## config.mk

```make
export PLATFORM = sky130hd
export DESIGN_NAME = fetch_sequencer
export DESIGN_NICKNAME = d
export VERILOG_FILES = /design/src/rtl/core_pkg.sv /design/src/rtl/fetch_sequencer_next_pc.sv /design/src/rtl/fetch_sequencer.sv
export SDC_FILE = /design/constraint.sdc
export NUM_CORES = 1
export LEC_CHECK = 0
export BUFFER_PORTS_ARGS = -buffer_cell sky130_fd_sc_hd__buf_2
export CORE_AREA = 2 2 62 64
export CTS_CLUSTER_SIZE = 30
export DETAILED_ROUTE_END_ITERATION = 12
export DIE_AREA = 0 0 64 66
export GPL_ROUTABILITY_DRIVEN = 0
export HOLD_SLACK_MARGIN = 0.06
export SETUP_SLACK_MARGIN = 0.02
export SLEW_MARGIN = 20
export SYNTH_ARGS = -nofsm -noshare
export SYNTH_HDL_FRONTEND = slang
export SYNTH_SLANG_ARGS = --single-unit
```

## constraint.sdc

```tcl
create_clock -name clk -period 4.1 [get_ports clk]
set_input_delay 0.82 -clock clk [delete_from_list [all_inputs] [get_ports clk]]
set_output_delay 0.82 -clock clk [all_outputs]
set_load 0.1 [all_outputs]
```

## src/rtl/core_pkg.sv

```systemverilog
// Shared definitions for the 8-bit pipelined MIPS core: address width,
// reset vector and the fetch sequencer state encoding.
package core_pkg;

    localparam int unsigned ADDR_W   = 8;
    localparam logic [7:0]  RESET_PC = 8'h00;

    // Encoding is visible on state_o for debug, so the values are fixed.
    typedef enum logic [2:0] {
        BOOT  = 3'd0,
        RUN   = 3'd1,
        STALL = 3'd2,
        FLUSH = 3'd3,
        HALT  = 3'd4
    } fetch_state_t;

endpackage

```

## src/rtl/fetch_sequencer_next_pc.sv

```systemverilog
// Next-address mux: redirect target when a redirect is taken, else pc+1.
// The increment wraps modulo 2^ADDR_W.
module fetch_sequencer_next_pc #(
    parameter int unsigned ADDR_W = 8
) (
    input  logic [ADDR_W-1:0] pc,
    input  logic              redirect,
    input  logic [ADDR_W-1:0] target,
    output logic [ADDR_W-1:0] next_pc
);

    localparam logic [ADDR_W-1:0] ONE = {{(ADDR_W-1){1'b0}}, 1'b1};

    // Select redirect target or sequential successor.
    always_comb begin
        next_pc = redirect ? target : pc + ONE;
    end

endmodule

```

## src/rtl/fetch_sequencer.sv

```systemverilog
// Fetch sequencer: owns the PC, chooses between sequential fetch, branch
// redirect, stall and halt, and produces a registered flush pulse train
// after each redirect. All outputs come straight from flops.
module fetch_sequencer #(
    parameter int unsigned          ADDR_W       = core_pkg::ADDR_W,
    parameter logic [ADDR_W-1:0]    RESET_PC     = core_pkg::RESET_PC,
    parameter int unsigned          FLUSH_CYCLES = 2
) (
    input  logic              clk,
    input  logic              reset_n,
    input  logic              stall_i,
    input  logic              branch_taken_i,
    input  logic [ADDR_W-1:0] branch_target_i,
    input  logic              halt_i,
    output logic [ADDR_W-1:0] pc_o,
    output logic              pc_valid_o,
    output logic              flush_o,
    output logic              halted_o,
    output logic [2:0]        state_o
);

    import core_pkg::*;

    localparam logic [2:0] CNT_LOAD = 3'(FLUSH_CYCLES - 1);

    fetch_state_t      state;
    fetch_state_t      state_next;
    logic [2:0]        cnt;
    logic [2:0]        cnt_next;
    logic [ADDR_W-1:0] pc;
    logic [ADDR_W-1:0] next_pc;
    logic              pc_load;
    logic              redirect;
    logic              valid_next;
    logic              flush_next;
    logic              halted_next;

    fetch_sequencer_next_pc #(
        .ADDR_W (ADDR_W)
    ) u_next_pc (
        .pc       (pc),
        .redirect (redirect),
        .target   (branch_target_i),
        .next_pc  (next_pc)
    );

    // Next-state, PC update enable and next values of the registered outputs.
    always_comb begin
        state_next = state;
        cnt_next   = cnt;
        pc_load    = 1'b0;
        redirect   = 1'b0;
        unique case (state)
            BOOT: begin
                state_next = RUN;
            end
            RUN: begin
                if (branch_taken_i) begin
                    redirect   = 1'b1;
                    pc_load    = 1'b1;
                    cnt_next   = CNT_LOAD;
                    state_next = FLUSH;
                end else if (halt_i) begin
                    state_next = HALT;
                end else if (stall_i) begin
                    state_next = STALL;
                end else begin
                    pc_load = 1'b1;
                end
            end
            STALL: begin
                if (branch_taken_i) begin
                    redirect   = 1'b1;
                    pc_load    = 1'b1;
                    cnt_next   = CNT_LOAD;
                    state_next = FLUSH;
                end else if (!stall_i) begin
                    pc_load    = 1'b1;
                    state_next = RUN;
                end
            end
            FLUSH: begin
                // Inputs here come from squashed instructions and are ignored.
                pc_load = 1'b1;
                if (cnt == 3'd0) begin
                    state_next = RUN;
                end else begin
                    cnt_next = cnt - 3'd1;
                end
            end
            HALT: begin
                state_next = HALT;
            end
            default: begin
                state_next = BOOT;
            end
        endcase
        valid_next  = (state_next == RUN) || (state_next == STALL) ||
                      (state_next == FLUSH);
        flush_next  = (state_next == FLUSH);
        halted_next = (state_next == HALT);
    end

    // State, PC, flush counter and output registers; reset aborts everything.
    always_ff @(posedge clk or negedge reset_n) begin
        if (!reset_n) begin
            state      <= BOOT;
            pc         <= RESET_PC;
            cnt        <= '0;
            pc_valid_o <= 1'b0;
            flush_o    <= 1'b0;
            halted_o   <= 1'b0;
        end else begin
            state      <= state_next;
            cnt        <= cnt_next;
            pc_valid_o <= valid_next;
            flush_o    <= flush_next;
            halted_o   <= halted_next;
            if (pc_load) begin
                pc <= next_pc;
            end
        end
    end

    assign pc_o    = pc;
    assign state_o = state;

endmodule

```

## After elaboration in Yosys (flattened, before gate mapping)

Index checks and enable logic that the tools add are counted.

- Bits in registers: 17
- Input port bits: 13
- Output and inout bits: 14
- Word-level logic and storage cells: 43

- Add/sub/neg operators: 2
- Equality and inequality tests: 10
- Muxes and demuxes: 18
- Reductions and logical operators: 7

Operators by type and width:

| operator | count |
|---|---|
| 3-bit 2-to-1 mux | 8 |
| 3-bit one-hot mux with 5 select lines | 1 |
| 3-bit by 2-bit == test with 1-bit output (second input constant) | 4 |
| 8-bit by 1-bit adder with 8-bit output (second input constant) | 1 |
| 8-bit 2-to-1 mux | 1 |
| 3-bit by 1-bit == test with 1-bit output (second input constant) | 2 |
| 3-bit == test (second input constant) | 2 |
| 3-bit logical NOT | 2 |
| 1-bit 2-to-1 mux | 6 |
| 3-bit one-hot mux with 2 select lines | 1 |
| 1-bit one-hot mux with 3 select lines | 1 |
| 3-bit AND reduction | 1 |
| 3-bit by 1-bit subtractor with 3-bit output (second input constant) | 1 |
| 1-bit logical OR | 2 |
| 2-bit by 1-bit != test with 1-bit output (second input constant) | 1 |
| 2-bit != test (second input constant) | 1 |
| 2-bit nonzero test | 1 |
| 2-bit OR reduction | 1 |

## Depth between registers and ports, before layout

Gate-level depths: netlist (run 1).

- Depth in word-level cells: 7
- Gate-level depth with buffers: 7
- Depth with buffers taken out: 7

## Hierarchy

A second synthesis (run 1) with hierarchy kept.

- Cells, all modules: 100
- Area, all modules: 983.4 sq um

By module, submodules not included:

| module | times used | cells each | area each (sq um) | sequential area each (sq um) |
|---|---|---|---|---|
| fetch_sequencer | 1 | 67 | 783.3 | 425.4 |
| fetch_sequencer_next_pc | 1 | 33 | 200.2 | 0.0 |

## Worst setup path before layout (run 1)

No wires, ideal clock.

- Path kind: flip-flop to flip-flop
- Start: register state[1] (netlist: state_o[1])
- End: register cnt[2]
- Library setup time: 0.124 ns
- Data arrival time: 1.931 ns
- Data required time: 3.976 ns
- Slack: 2.045 ns
- Cell stages (with the launch flop): 6
- Buffers on the path: 1
- Clock period less this slack: 2.055 ns
- Cells stage by stage: dfrtp_1 > buf_4 > xor2_4 > nand2_4 > and2_1 > a211o_1

- Cells in the longest elaborated chain, start to end: 4
- Elaborated cells between the ends (all ways): 9
- Classes of those cells: eq/ne: 5; mux: 1; reduce/logical: 3

RTL lines:

| element | line | text |
|---|---|---|
| start, declared | fetch_sequencer.sv:26 | `fetch_state_t state;` |
| start signal, assigned | fetch_sequencer.sv:114 | `state <= state_next;` |
| 3-bit by 2-bit == test with 1-bit output or 3-bit by 1-bit == test with 1-bit output (tied branches) | fetch_sequencer.sv:53 | `unique case (state)` |
| 2-bit OR reduction (no line) | -- |  |
| 2-bit by 1-bit != test with 1-bit output (no line) or 2-bit nonzero test (tied branches) | -- |  |
| 3-bit AND reduction (no line) | -- |  |
| end signal, assigned | fetch_sequencer.sv:115 | `cnt <= cnt_next;` |
| end, declared | fetch_sequencer.sv:28 | `logic [2:0] cnt;` |

Parallel ways exist; a longest one is shown, timed or not.
A chain may end at the register's enable or synchronous reset.

## Worst setup path after layout (run 1)

- Start: register state[1] (netlist: state_o[1])
- End: output state_o[1]

RTL lines:

| element | line | text |
|---|---|---|
| end, declared | fetch_sequencer.sv:19 | `output logic [2:0] state_o` |

No word-level cell between the ends.

==> results of run 1 <==
[through the flow]
| step | hold WS [ns] | cell area (µm²) | util, % |
|---|---|---|---|
| 2_1_floorplan | 0.458 | 1040 | - |
| 3_3_place_gp | 0.478 | 1180 | 33.3 |
| 3_5_place_dp | 0.494 | 1180 | 33.3 |
| 4_1_cts | 0.446 | 1210 | 34.1 |
| 5_1_grt | 0.451 | 1210 | 34.2 |
| 6_report | 0.440 | 1210 | 34.2 |
[state kept, by name (all words and copies together) (netlist names)]
signal / flops
pc_o: 8
halted_o: 1
flush_o: 1
cnt: 3
pc_valid_o: 1
state_o: 3
[how the worst min path moves through the flow]
stage                        from       to  slack (ns)
after floorplan            cnt[0]   cnt[0]        0.46
after global routing      reset_n   cnt[1]        0.45
after global placement     cnt[0]   cnt[0]        0.48
final                     reset_n  pc_o[6]        0.44
after CTS                 reset_n   cnt[1]        0.45
after detailed placement   cnt[0]   cnt[0]        0.49
[synthesized netlist by cell type (2+ instances only)]
| master | instances | area [µm²] |
|---|---|---|
| a211oi_1 | 2 | 15.0 |
| a211oi_2 | 2 | 25.0 |
| a21oi_1 | 6 | 30.0 |
| a2bb2oi_1 | 5 | 43.8 |
| buf_2 | 2 | 10.0 |
| buf_6 | 2 | 22.5 |
| dfrtp_1 | 17 | 425 |
| ha_1 | 3 | 37.5 |
| inv_1 | 7 | 26.3 |
| mux2i_1 | 8 | 80.1 |
| nand2_1 | 5 | 18.8 |
| nand2b_1 | 4 | 25.0 |
| nand3_1 | 7 | 35.0 |
| nand4_1 | 3 | 18.8 |
| nor2_1 | 4 | 15.0 |
| nor3_1 | 2 | 10.0 |
| nor3b_1 | 2 | 15.0 |
| o21ai_0 | 4 | 20.0 |
| o22ai_1 | 3 | 18.8 |
[placed cells by master, fill, tap and decap left out, types with 3 or more instances in the layout]
master	count
clkbuf_4	3
ha_1	3
nand3_1	7
o22ai_1	3
a2bb2oi_1	5
nand2b_1	4
inv_1	7
buf_2	26
a21oi_1	6
nand4_1	3
dfrtp_1	17
mux2i_1	8
o21ai_0	4
nand2_1	5
nor2_1	4
[layout make-up]
type / instances / share of cell area (%)
multi-input combinational: 74 / 45.0
inverter: 7 / 2.16
timing repair buffer: 26 / 10.7
tap: 48 / 4.94
sequential: 17 / 35.0
clock buffer: 4 / 2.16
[layer usage]
layer	vias up	track usage [%]	share of wire [%]
li1	428	-	-
met1	419	16.4	47
met2	27	20.6	46
met3	5	3.75	5.7
met4	0	2.45	0.91
met5	-	0	0
[logic make-up after synthesis]
group,Yosys count,share of synthesized area [%]
AO/OA/AOI/OAI,25,17.1
flip-flops,17,41.0
buffers and inverters,13,6.76
AND/OR/NAND/NOR,37,21.1
multiplexers,8,7.72
adder cells (fa/ha/maj),3,3.62
XOR/XNOR,1,2.65
[worst reg2reg max path, cell delays in order, from the launching register on]
cell,delay (ns)
dfrtp_1,0.55
o31ai_2,0.72
nor2_1,0.25
a2bb2oi_1,0.21
==> qor.csv, run 1 <==
stage;metric;value;unit
placed_design;placed insts;172;
critical_path;Worst Path Class, Setup;flip-flop to primary output;
floorplanning;Die H;66;µm
critical_path;worst reg2reg startpoint;state_o[1];
sta;Finish-stage setup viols;0;
sta;post-route minimum period;2.26;ns
critical_path;family with the most delay on the worst path;flip-flops;
routing;final WL;2410;µm
critical_path;Crit path depth;1;
placed_design;HPWL Detailed;1810;µm
critical_path;nature of the critical path endpoint;primary output;
run;MaxCap Viol Count;0;
synth;Seq cells post-synth;17;
critical_path;Arr. time, crit path;1.44;ns
synth;Synth Warn #;0;
worst_hold_path;Hold Path Class;input port to asynchronous set/reset pin;
critical_path;Buffers & Inverters on Critical Path;1;
synth;EDFF count, synth;0;
sta;Max-slew headroom;49.1;%
clock_tree;Post-CTS Resized;0;
clock_tree;Post-CTS Setup Repair Bufs;0;
critical_path;Worst Setup SP;state_o[1];
critical_path;critical path required time;3.28;ns
critical_path;Critical Path, Cell by Cell;buf_2;
critical_path;maximum fanout along the worst path;11;
clock_tree;CTS Buf Count;3;
floorplanning;Starting Density;29.2;%
floorplanning;Die Wd;64;µm
sta;RSZ-0062 raised after global routing;false;
sta;Max Clock Skew;0.00147;ns
sta;fin. max-slew vios;0;
clock_tree;CTS Hold Bufs;0;
floorplanning;Core ar.;0.00355;mm²
synth;syn nets;120;
layout;non-filler cells in the finished layout;176;
layout;Ant. Diodes;0;
floorplanning;num rows;22;
layout;area delta synth->final;17.1;%
critical_path;CP Launch Type;flip-flop;
routing;Initial DRC Count;28;
global_route;largest net degree at the start of global routing;18;
routing;via count;879;
layout;area of the multi-input gates;547;µm²
synth;asr flop ratio synth;100;%
clock_tree;clock buffer depth;2;
routing;number of vias per cell;4.99;
clock_tree;CTS Sinks;17;
global_route;vias in the first global route;854;
critical_path;reg2reg end;pc_o[3];
sta;setup tns final;0;ns
placed_design;Place WS;1.59;ns
global_route;initial antenna violation count;0;
global_route;GRT Resource Usage Total;12.6;%
routing;per-cell routed wire length;13.7;µm
routing;First-pass DRT Iterations;4;
critical_path;critical-path cell with the highest stage delay;dfrtp_1;
routing;DRT antenna net count;0;
critical_path;CP endpoint;state_o[1];
global_route;first-pass GRT wire length;4080;µm
synth;main flop type after synthesis;dfrtp_1;
routing;DRC Markers;0;
clock_tree;htree depth;1;
layout;FF/Latch Area;425;µm²
layout;final net count;145;
layout;Layout fillers;386;
clock_tree;clock root cell;clkbuf_4;
sta;Max Freq;0.442;GHz
floorplanning;die area;0.00422;mm²
critical_path;Reg2Reg Depth;3;
sta;slew of the pin with the lowest slew margin;0.763;ns
floorplanning;Ports;27;
sta;Final WS setup;1.84;ns
global_route;GR Overflow Total;0;
clock_tree;CTS tree;done;
synth;post-synthesis sequential area ratio;41.0;%
synth;Synth Area per Inst;9.97;µm²
sta;number of hold violations in the final report;0;
synth;synth unique cells;35;
placed_design;port bufs;26;
synth;synthesized cell area;0.00104;mm²
sta;period utilization;55.2;%
layout;share of cells above drive strength 1;28.1;%
synth;Synth Instances;104;
run_status;status;finished, final reports clean;
clock_tree;Skew-Pair Late Insertion Delay;0.29;ns
critical_path;largest incremental delay on the critical path;0.63;ns
clock_tree;Worst-path clk slew;0.10;ns
critical_path;R2R setup slack;2.30;ns
Power of run 1 is not shown: default switching activity piles up to over one toggle a cycle in this logic, so the estimate is an artifact.
==> inputs of run 2 (changes only) <==
Clock period 4.1 ns to 2.19 ns, I/O delays scaled along.
==> qor.csv, run 2 (synthesis results as in run 1) <==
stage;metric;value;unit;change
run_status;status;finished, final reports clean;;
sta;RSZ-0062 raised after global routing;false;;
placed_design;HPWL Detailed;1870;µm;+2.9%
layout;area of the multi-input gates;547;µm²;unchanged
clock_tree;Skew-Pair Late Insertion Delay;0.29;ns;about the same
layout;commonest cells after routing, fill and taps aside;26 x buf_2, 17 x dfrtp_1, 8 x mux2i_1, 7 x inv_1, 7 x nand3_1;;
critical_path;critical path required time;1.75;ns;-1.53 ns
sta;setup tns final;0;ns;unchanged
critical_path;maximum fanout along the worst path;8;;-3
global_route;initial antenna violation count;0;;unchanged
floorplanning;Core ar.;0.00355;mm²;unchanged
floorplanning;Starting Density;29.2;%;unchanged
global_route;GRT Resource Usage Total;12.3;%;-0.26 points
layout;area delta synth->final;18.6;%;
critical_path;Critical Path, Cell by Cell;buf_2;;
critical_path;Worst Path Class, Setup;flip-flop to primary output;;
sta;number of hold violations in the final report;0;;unchanged
clock_tree;Post-CTS Resized;0;;unchanged
sta;Max Freq;0.547;GHz;
critical_path;critical-path cell with the highest stage delay;dfrtp_1;;
clock_tree;CTS Sinks;17;;unchanged
clock_tree;CTS Hold Bufs;0;;unchanged
critical_path;family with the most delay on the worst path;flip-flops;;
floorplanning;num rows;22;;unchanged
clock_tree;clock root cell;clkbuf_4;;
layout;FF/Latch Area;425;µm²;unchanged
routing;number of vias per cell;4.99;;-0.11%
layout;final net count;147;;+1.4%
clock_tree;htree depth;1;;unchanged
placed_design;port bufs;26;;unchanged
routing;First-pass DRT Iterations;4;;unchanged
critical_path;CP Launch Type;flip-flop;;
layout;Largest register FFs;8;;unchanged
floorplanning;die area;0.00422;mm²;unchanged
global_route;GR Overflow Total;0;;unchanged
global_route;vias in the first global route;859;;+0.59%
floorplanning;Die Wd;64;µm;unchanged
sta;slew of the pin with the lowest slew margin;0.717;ns;-0.0462 ns
sta;Max-slew headroom;51.9;%;+2.8 points
critical_path;Arr. time, crit path;1.39;ns;-0.05 ns
clock_tree;clock buffer depth;2;;unchanged
global_route;largest net degree at the start of global routing;18;;unchanged
sta;fin. max-slew vios;0;;unchanged
sta;period utilization;83.5;%;
routing;DRT antenna net count;0;;unchanged
critical_path;largest incremental delay on the critical path;0.59;ns;-0.04 ns
sta;Max Clock Skew;0.00676;ns;+0.00529 ns
worst_hold_path;Hold Path Class;input port to asynchronous set/reset pin;;
clock_tree;CTS Buf Count;3;;unchanged
layout;Ant. Diodes;0;;unchanged
routing;Initial DRC Count;3;;-89%
run;MaxCap Viol Count;0;;unchanged
routing;via count;888;;+1.0%
floorplanning;Ports;27;;unchanged
sta;post-route minimum period;1.83;ns;
layout;share of cells above drive strength 1;29.2;%;+1.1 points
clock_tree;CTS tree;done;;
global_route;first-pass GRT wire length;4070;µm;-0.15%
sta;Finish-stage setup viols;0;;unchanged
floorplanning;Die H;66;µm;unchanged
routing;per-cell routed wire length;13.7;µm;+0.11%
layout;Layout fillers;386;;unchanged
routing;final WL;2440;µm;+1.2%
critical_path;nature of the critical path endpoint;primary output;;
critical_path;Buffers & Inverters on Critical Path;1;;unchanged
layout;most common cell after layout, fill and taps aside;buf_2;;
routing;DRC Markers;0;;unchanged
clock_tree;Worst-path clk slew;0.10;ns;about the same
clock_tree;Post-CTS Setup Repair Bufs;0;;unchanged
==> run 2: final timing paths <==
check / startpoint / to / slack, ns / cells after the start
max: state_o[0] / state_o[0] / 0.36 / 1
min: reset_n / cnt[0] / 0.05 / 1
max reg2reg: state_o[0] / cnt[2] / 0.56 / 4
min reg2reg: cnt[0] / cnt[0] / 0.50 / 1
max in group asynchronous: reset_n / pc_o[2] / 1.86 / 1
min in group clk: branch_target_i[0] / pc_o[0] / 0.37 / 3
==> run 2: layout make-up <==
class | instances | share of cell area, %
Clock buffer | 4 | 2.14
Inverter | 7 | 2.14
Multi-Input combinational cell | 74 | 44.5
Sequential cell | 17 | 34.6
Tap cell | 48 | 4.88
Timing Repair Buffer | 28 | 11.8
==> run 2: routing by layer <==
layer	global-route usage (%)	wire, µm	part of all wire (%)
met1	15.7	1160	47
met2	20.7	1110	46
met3	3.92	154	6.3
met4	1.63	10	0.41
met5	0	0	0
==> run 2: metrics by stage <==
step	cell area (µm²)	hold slack (ns)	instances	setup slack, ns	utilization, %
6_report	1230	0.0471	178	0.362	34.6
5_1_grt	1230	0.0647	178	0.309	34.6
4_1_cts	1220	0.0602	178	0.264	34.5
3_5_place_dp	1200	0.385	174	0.0695	33.8
3_3_place_gp	1200	0.384	174	0.135	33.8
2_1_floorplan	1040	0.142	104	0.135	-
Power of run 2 is left out for the same reason.
==> inputs of run 3 (changes only) <==
Settings changed: ABC_AREA set to 1, CORE_AREA 2 2 62 64 to 2 2 63 65, DIE_AREA 0 0 64 66 to 0 0 65 67.
Clock period 2.19 ns to 1.8 ns, I/O delays scaled along.
==> qor.csv, run 3 <==
stage;metric;value;unit;change
run_status;status;finished, final reports clean;;
synth;Synth Area per Inst;7.42;µm²;-26%
routing;First-pass DRT Iterations;4;;unchanged
worst_hold_path;Hold Path Class;input port to flip-flop;;
floorplanning;Core ar.;0.00361;mm²;+1.6%
placed_design;HPWL Detailed;1810;µm;-3.2%
clock_tree;clock buffer depth;2;;unchanged
layout;final net count;191;;+30%
synth;main flop type after synthesis;dfrtp_1;;
worst_hold_path;WHS Path Cells;4;;
critical_path;Reg2Reg Depth;8;;+4
global_route;first-pass GRT wire length;4320;µm;+6.1%
sta;number of hold violations in the final report;0;;unchanged
synth;syn nets;159;;+33%
synth;Synth Instances;143;;+38%
critical_path;nature of the critical path endpoint;primary output;;
layout;commonest cells after routing, fill and taps aside;48 x nand2_1, 26 x buf_2, 18 x nand3_1, 15 x inv_1, 12 x dfrtp_1;;
critical_path;Worst Path Class, Setup;flip-flop to primary output;;
layout;area delta synth->final;23.8;%;
layout;Core Util, Final;36.4;%;+1.8 points
clock_tree;Worst-path clk slew;0.07;ns;-0.03 ns
synth;most frequent cell after synthesis;nand2_1;;
floorplanning;die area;0.00436;mm²;+3.1%
sta;setup tns final;0;ns;unchanged
layout;share of cells above drive strength 1;27.6;%;-1.6 points
routing;number of vias per cell;4.50;;-9.8%
global_route;largest net degree at the start of global routing;18;;unchanged
sta;period utilization;84.3;%;
critical_path;Critical Path, Cell by Cell;buf_2;;
run;MaxCap Viol Count;0;;unchanged
routing;final WL;2450;µm;+0.41%
synth;EDFF count, synth;0;;unchanged
floorplanning;Die H;67;µm;+1.5%
clock_tree;htree depth;1;;unchanged
floorplanning;num rows;22;;unchanged
critical_path;critical-path cell with the highest stage delay;buf_2;;
layout;most common cell after layout, fill and taps aside;nand2_1;;
critical_path;maximum fanout along the worst path;6;;-2
floorplanning;Die Wd;65;µm;+1.6%
routing;DRC Markers;0;;unchanged
critical_path;Crit path depth;1;;unchanged
synth;synth top area cells;dfrtp_1 40%, nand2_1 17%, nand3_1 8.5%;;
sta;post-route minimum period;1.52;ns;
clock_tree;CTS tree;done;;
clock_tree;clock root cell;clkbuf_8;;
routing;DRT antenna net count;0;;unchanged
layout;Largest register FFs;8;;unchanged
global_route;GR Overflow Total;0;;unchanged
synth;largest area contributor in the netlist;dfrtp_1;;
sta;Max-slew headroom;67.7;%;+16 points
routing;per-cell routed wire length;11.0;µm;-19%
critical_path;Arr. time, crit path;1.16;ns;-0.23 ns
clock_tree;Skew-Pair Late Insertion Delay;0.26;ns;-0.03 ns
critical_path;critical path required time;1.44;ns;-0.31 ns
sta;fin. max-slew vios;0;;unchanged
sta;Max Clock Skew;0.00138;ns;-0.00538 ns
synth;leading post-synthesis cells by instance count;48 x nand2_1, 18 x nand3_1, 17 x dfrtp_1, 15 x inv_1, 9 x nand4_1;;
synth;asr flop ratio synth;100;%;unchanged
floorplanning;Ports;27;;unchanged
synth;Synth Warn #;0;;unchanged
synth;synth unique cells;23;;-34%
critical_path;Buffers & Inverters on Critical Path;1;;unchanged
global_route;vias in the first global route;946;;+10%
sta;slew of the pin with the lowest slew margin;0.487;ns;-0.229 ns
critical_path;family with the most delay on the worst path;buffers and inverters;;
clock_tree;CTS Sinks;17;;unchanged
routing;Initial DRC Count;43;;+40
layout;Ant. Diodes;0;;unchanged
global_route;GRT Resource Usage Total;12.9;%;+0.61 points
synth;post-synthesis sequential area ratio;40.1;%;-0.92 points
critical_path;largest incremental delay on the critical path;0.46;ns;-0.13 ns
layout;Layout fillers;389;;+0.78%
floorplanning;Starting Density;29.4;%;+0.21 points
synth;Yosys top cell area share;40.1;%;-0.92 points
sta;Max Freq;0.659;GHz;
global_route;initial antenna violation count;0;;unchanged
clock_tree;CTS Buf Count;3;;unchanged
synth;Seq cells post-synth;17;;unchanged
sta;Finish-stage setup viols;0;;unchanged
critical_path;CP Launch Type;flip-flop;;
placed_design;port bufs;26;;unchanged
sta;RSZ-0062 raised after global routing;false;;
synth;synthesized cell area;0.00106;mm²;+2.3%
routing;via count;999;;+13%
[run 3: kinds of logic (layout without fill, tap and decap cells)]
group / count (synthesis) / in the layout / share of synthesized area [%]
DFF: 17 / 17 / 40.1
buffers and inverters: 21 / 52 / 7.55
xor gates and xnor gates: 1 / 1 / 0.826
and+or+nand+nor: 92 / 92 / 43.3
AOI/OAI and AO/OA: 9 / 9 / 4.72
adders and majority gates: 3 / 3 / 3.54
[run 3: what timing repair did]
item | 4_1_cts | 5_1_grt
resized for setup | 0 | 0
hold endpoints to repair | 17 | 0
hold buffers | 1 | 0
setup buffers | 0 | 0
[run 3: layer usage]
layer,vias to the layer above,share of wire (%),GRT usage [%]
met5,-,0,0
met4,0,0.98,4.52
met3,5,6.0,3.55
met2,24,45,20.7
met1,439,48,16.6
li1,531,-,-
[run 3: worst paths after layout]
check	startpoint	end	slack, ns
min	halt_i	state_o[1]	0.38
min in group asynchronous	reset_n	pc_o[2]	0.56
min reg2reg	cnt[0]	cnt[0]	0.47
max reg2reg	cnt[0]	pc_valid_o	0.43
max in group asynchronous	reset_n	state_o[0]	0.93
max	pc_o[2]	pc_o[2]	0.28
[run 3: layout make-up]
type,count,area (µm²),share of cell area (%)
inverters,21,80.1,6.10
repair buffers,27,140,10.7
multi-input cells,105,556,42.3
well taps,48,60.1,4.57
flip-flops and latches,17,432,32.9
clock buffers,3,41.3,3.14
clock inverters,1,5.00,0.381
[run 3: through the flow]
step / instance area (µm²) / setup WS (ns) / std cells / hold slack (ns)
detailed placement: 1260 / 0.417 / 217 / 0.314
CTS: 1310 / 0.272 / 222 / 0.378
global placement: 1260 / 0.424 / 217 / 0.310
global route: 1310 / 0.249 / 222 / 0.409
finish: 1310 / 0.282 / 222 / 0.381
floorplan: 1070 / 0.0862 / 143 / 0.0644
Power of run 3 is left out for the same reason.
